File: src/rtl/mul_sequencer.sv
// Sequencer for ARM-style MUL/MLA/UMULL/UMLAL/SMULL/SMLAL on a shared
// external signed 32x32 multiplier with fixed pipeline latency.
module mul_sequencer #(
    parameter int MUL_LATENCY = 2
) (
    input  logic        clk,
    input  logic        rst_n,
    input  logic        req_valid,
    output logic        req_ready,
    input  logic [2:0]  req_op,
    input  logic [31:0] req_rm,
    input  logic [31:0] req_rs,
    input  logic [31:0] req_acc_lo,
    input  logic [31:0] req_acc_hi,
    output logic [31:0] mul_a,
    output logic [31:0] mul_b,
    input  logic [63:0] mul_result,
    output logic        rsp_valid,
    input  logic        rsp_ready,
    output logic [31:0] rsp_lo,
    output logic [31:0] rsp_hi,
    output logic        rsp_n,
    output logic        rsp_z
);

    localparam int CW = (MUL_LATENCY > 1) ? $clog2(MUL_LATENCY) : 1;
    localparam logic [CW-1:0] LAT_M1 = CW'(MUL_LATENCY - 1);

    typedef enum logic [2:0] {
        S_IDLE,
        S_ISSUE,
        S_WAIT,
        S_ACC,
        S_DONE
    } state_t;

    state_t         r_state;
    logic [CW-1:0]  r_cnt;
    logic [2:0]     r_op;
    logic [31:0]    r_rm;
    logic [31:0]    r_rs;
    logic [31:0]    r_acc_lo;
    logic [31:0]    r_acc_hi;
    logic           r_req_ready;
    logic           r_rsp_valid;
    logic [31:0]    r_lo;
    logic [31:0]    r_hi;
    logic           r_n;
    logic           r_z;

    logic           w_long;
    logic           w_acc;
    logic           w_uns;
    logic [63:0]    w_corr;
    logic [63:0]    w_p;
    logic [63:0]    w_addend;
    logic [63:0]    w_sum;

    assign w_long = (r_op == 3'd2) || (r_op == 3'd3) ||
                    (r_op == 3'd4) || (r_op == 3'd5);
    assign w_acc  = (r_op == 3'd1) || (r_op == 3'd3) || (r_op == 3'd5);
    assign w_uns  = (r_op == 3'd2) || (r_op == 3'd3);

    // Signed product reinterpreted as unsigned: add back each operand
    // shifted up wherever the other operand's top bit was negative weight.
    assign w_corr = w_uns
        ? (({r_rs, 32'd0} & {64{r_rm[31]}}) + ({r_rm, 32'd0} & {64{r_rs[31]}}))
        : 64'd0;
    assign w_p      = mul_result + w_corr;
    assign w_addend = w_acc ? {r_acc_hi, r_acc_lo} : 64'd0;
    assign w_sum    = w_p + w_addend;

    always_ff @(posedge clk or negedge rst_n) begin
        if (!rst_n) begin
            r_state     <= S_IDLE;
            r_cnt       <= '0;
            r_op        <= '0;
            r_rm        <= '0;
            r_rs        <= '0;
            r_acc_lo    <= '0;
            r_acc_hi    <= '0;
            r_req_ready <= 1'b1;
            r_rsp_valid <= 1'b0;
            r_lo        <= '0;
            r_hi        <= '0;
            r_n         <= 1'b0;
            r_z         <= 1'b0;
        end else begin
            case (r_state)
                S_IDLE: begin
                    if (req_valid) begin
                        r_op        <= req_op;
                        r_rm        <= req_rm;
                        r_rs        <= req_rs;
                        r_acc_lo    <= req_acc_lo;
                        r_acc_hi    <= req_acc_hi;
                        r_req_ready <= 1'b0;
                        r_state     <= S_ISSUE;
                    end
                end
                S_ISSUE: begin
                    r_cnt   <= LAT_M1;
                    r_state <= S_WAIT;
                end
                S_WAIT: begin
                    if (r_cnt == '0) begin
                        r_state <= S_ACC;
                    end else begin
                        r_cnt <= r_cnt - 1'b1;
                    end
                end
                S_ACC: begin
                    r_lo        <= w_sum[31:0];
                    r_hi        <= w_long ? w_sum[63:32] : 32'd0;
                    r_n         <= w_long ? w_sum[63] : w_sum[31];
                    r_z         <= w_long ? (w_sum == 64'd0)
                                          : (w_sum[31:0] == 32'd0);
                    r_rsp_valid <= 1'b1;
                    r_state     <= S_DONE;
                end
                S_DONE: begin
                    if (rsp_ready) begin
                        r_rsp_valid <= 1'b0;
                        r_req_ready <= 1'b1;
                        r_state     <= S_IDLE;
                    end
                end
                default: begin
                    r_rsp_valid <= 1'b0;
                    r_req_ready <= 1'b1;
                    r_state     <= S_IDLE;
                end
            endcase
        end
    end

    assign req_ready = r_req_ready;
    assign rsp_valid = r_rsp_valid;
    assign mul_a     = r_rm;
    assign mul_b     = r_rs;
    assign rsp_lo    = r_lo;
    assign rsp_hi    = r_hi;
    assign rsp_n     = r_n;
    assign rsp_z     = r_z;

endmodule

File: config.mk
export PLATFORM = sky130hd
export DESIGN_NAME = mul_sequencer
export DESIGN_NICKNAME = d
export VERILOG_FILES = /design/src/rtl/mul_sequencer.sv
export SDC_FILE = /design/constraint.sdc
export NUM_CORES = 1
export LEC_CHECK = 0
export CELL_PAD_IN_SITES_DETAIL_PLACEMENT = 1
export CELL_PAD_IN_SITES_GLOBAL_PLACEMENT = 2
export CORE_MARGIN = 2
export CORE_UTILIZATION = 35
export CTS_BUF_LIST = sky130_fd_sc_hd__clkbuf_8
export DETAILED_ROUTE_END_ITERATION = 8
export PLACE_DENSITY_LB_ADDON = 0.25
export SETUP_SLACK_MARGIN = 0.02
export SYNTH_ARGS = -nofsm -noshare
export SYNTH_HDL_FRONTEND = slang
export SYNTH_SLANG_ARGS = --single-unit
File: constraint.sdc
create_clock -name clk -period 12.62 [get_ports clk]
set_input_delay 2.524 -clock clk [delete_from_list [all_inputs] [get_ports clk]]
set_output_delay 2.524 -clock clk [all_outputs]
set_load 0.03 [all_outputs]
==> reports/metrics.csv <==
metric;value;unit
Post-synth EDFFs;0;
grt met2 use;0.389;
fillers;4946;
worst-path fanout max;33;
crit path buf inv count;1;
Max Buffers Root-to-Sink;3;
DR pass1 iterations;5;
total gr overflow;0;
first-pass GRT wire length;81.0;mm
GP Congestion;0.912;
kind of cell adding the most delay to the critical path;simple AND/OR/NAND/NOR gates;
initial antenna violation count;14;
cell at the slowest stage of the critical path;dfrtp_1;
clk_lat worst skew;600;ps
Clock Pin Slew Worst Setup and Hold Paths;50;ps
H-tree Lvls;2;
clock skew;28.5;ps
startpoint types;flip-flop;
Post-CTS Setup Bufs;0;
slew at the pin with the worst max-slew slack;958;ps
Setup crit end kind;flip-flop;
CTS Hold Buffers Added;0;
f_max;0.133;GHz
Syn Nets;1946;
Final Hold Viols;0;
DIE WIDTH;214;microns
post-cts sizing count;0;
Final Max Tran Viols;0;
pin count of the biggest net entering global routing;91;
final period utilization;0.595;
Antenna Nets Post-Route;0;
io pins;331;
share of the synthesized area in the top cell type;0.329;
Data arrival, critical path;8030;ps
Yosys cell types;93;
sum of net half-perimeters after detailed placement;41.4;mm
vias in the first global route;14500;
Main synth FF type;dfrtp_1;
Avg Inst Size Synth;9.68;sq um
setup TNS;0;ps
busiest grt layer;met2;
ys async rst share;1.00;
port buffer count;330;
final WL;51.3;mm
core region area;43200;sq um
CTS tree;yes;
Finish-stage setup viols;0;
CP required;13140;ps
Die Ht;214;microns
vias;13200;
TritonCTS buffer count;42;
Die ar.;45600;sq um
wire length per cell;20.4;microns
top cells by count, synth;202 x dfrtp_1, 141 x mux2_2, 132 x and2_1;
Final nets;2251;
FF+latch count, synth;203;
Seq/Total Area, Yosys;0.331;
Cells after Synth;1588;
CP max stage delay;870;ps
vias per cell;5.27;
synthesized cell area;15400;sq um
GR Util met3;0.0555;
Starting DRT DRC Count;596;
FP Rows;76;
top-count cell post-synth;dfrtp_1;
maxcap violations;0;
synth top area cells;dfrtp_1 33%, mux2_2 10%, ha_1 10%, and2_1 5.4%, fa_1 4.3%;
share of cells above drive strength 1;0.133;
DR DRC count;0;
total track usage;0.227;
root buffer cell;clkbuf_8;
cell repeated most along the worst path;nand3_1;
Layout area overhead;30.1;%
min Tclk post-route;7510;ps
Slew HR;0.359;
RSZ-0062 raised after global routing;false;
clk sinks;203;
worst setup path class;flip-flop to flip-flop;
biggest area consumer among synthesized cells;dfrtp_1;
GRT met1 Usage;0.285;
Initial Util;0.356;
Hold Path Class;flip-flop to flip-flop;
status;finished clean;
yosys warns;0;
[area by class of cell]
cell class | instances | area, sq um | share of cell area
clock buffers | 52 | 716 | 0.0358
diodes | 7 | 17.5 | 0.000876
clock inverters | 20 | 176 | 0.00882
inverters | 27 | 101 | 0.00507
multi-input cells | 1279 | 9790 | 0.489
flip-flops and latches | 203 | 5080 | 0.254
well taps | 585 | 732 | 0.0366
repair buffers | 340 | 3380 | 0.169
[flip-flops by register name, summed over array words and instances, names as in the netlist]
| signal | count |
|---|---|
| mul_a | 32 |
| mul_b | 32 |
| r_acc_hi | 32 |
| r_acc_lo | 32 |
| rsp_hi | 32 |
| rsp_lo | 32 |
| r_op | 3 |
| r_state | 3 |
| r_cnt | 1 |
| req_ready | 1 |
| rsp_n | 1 |
| rsp_valid | 1 |
| rsp_z | 1 |
[per-stage QoR]
step | instance area (sq um) | setup WS [ps] | hold slack (ps) | util | std cells
after detailed placement | 19100 | 5040 | 459 | 0.442 | 2434
after global placement | 19100 | 5210 | 459 | 0.442 | 2434
final | 20000 | 5110 | 466 | 0.463 | 2513
after global routing | 20000 | 4490 | 500 | 0.463 | 2506
after CTS | 20000 | 5050 | 471 | 0.463 | 2506
after floorplan | 15400 | 6200 | 472 | - | 1588
[cells in the final DEF (no fill, tap or decap), drive strengths merged, types with 7 or more instances in the layout]
| cell type | synthesis | final |
|---|---|---|
| nor2 | 94 | 94 |
| mux2 | 141 | 141 |
| a31oi | 14 | 14 |
| dfrtp | 202 | 202 |
| a21oi | 104 | 104 |
| nand4 | 29 | 29 |
| o21ai | 99 | 99 |
| clkinv | 1 | 7 |
| nor3 | 29 | 29 |
| nor4 | 9 | 9 |
| nand2b | 13 | 13 |
| fa | 33 | 33 |
| a211oi | 19 | 19 |
| and3 | 10 | 10 |
| clkdlybuf4s50 | 0 | 329 |
| ha | 126 | 126 |
| nand2 | 131 | 131 |
| a22o | 20 | 20 |
| a21o | 41 | 41 |
| xnor2 | 45 | 45 |
| and2 | 132 | 132 |
| inv | 26 | 35 |
| clkbuf | 59 | 52 |
| o21bai | 13 | 13 |
| diode | 0 | 7 |
| o21a | 14 | 14 |
| nor2b | 9 | 9 |
| buf | 19 | 11 |
| xor2 | 32 | 32 |
| nand3 | 25 | 25 |
[worst min-delay path, stage by stage (launching register included)]
cell     delay (ps)
dfrtp_1         340
nand2_1          50
nand2_1          50
[path summary, 6_finish.rpt]
check	slack, ps	startpoint	cells after the start	endpoint
hold reg to reg	470	rsp_hi[31]	2	rsp_hi[31]
setup reg to reg	5110	mul_b[31]	27	rsp_z
min in group asynchronous	1870	rst_n	1	r_acc_lo[14]
max in group asynchronous	8710	rst_n	3	rsp_hi[14]
hold / removal	470	rsp_hi[31]	2	rsp_hi[31]
setup / recovery	5110	mul_b[31]	27	rsp_z
[cells by family after synthesis]
| logic type | synth area share |
|---|---|
| AND/OR/NAND/NOR | 0.172 |
| AO/OA/AOI/OAI | 0.168 |
| flip-flops | 0.331 |
| adder cells (fa/ha/maj) | 0.146 |
| multiplexers | 0.104 |
| buffers and inverters | 0.0340 |
| XOR/XNOR | 0.0458 |
[routing by layer]
layer  wire length [microns]  vias up
li1                        -     6362
met1                   22700     6488
met2                   24300      301
met3                    3130       80
met4                    1130       10
met5                      68        -
Power is not shown: default switching activity piles up to over one toggle a cycle in this logic, so the estimate is an artifact.
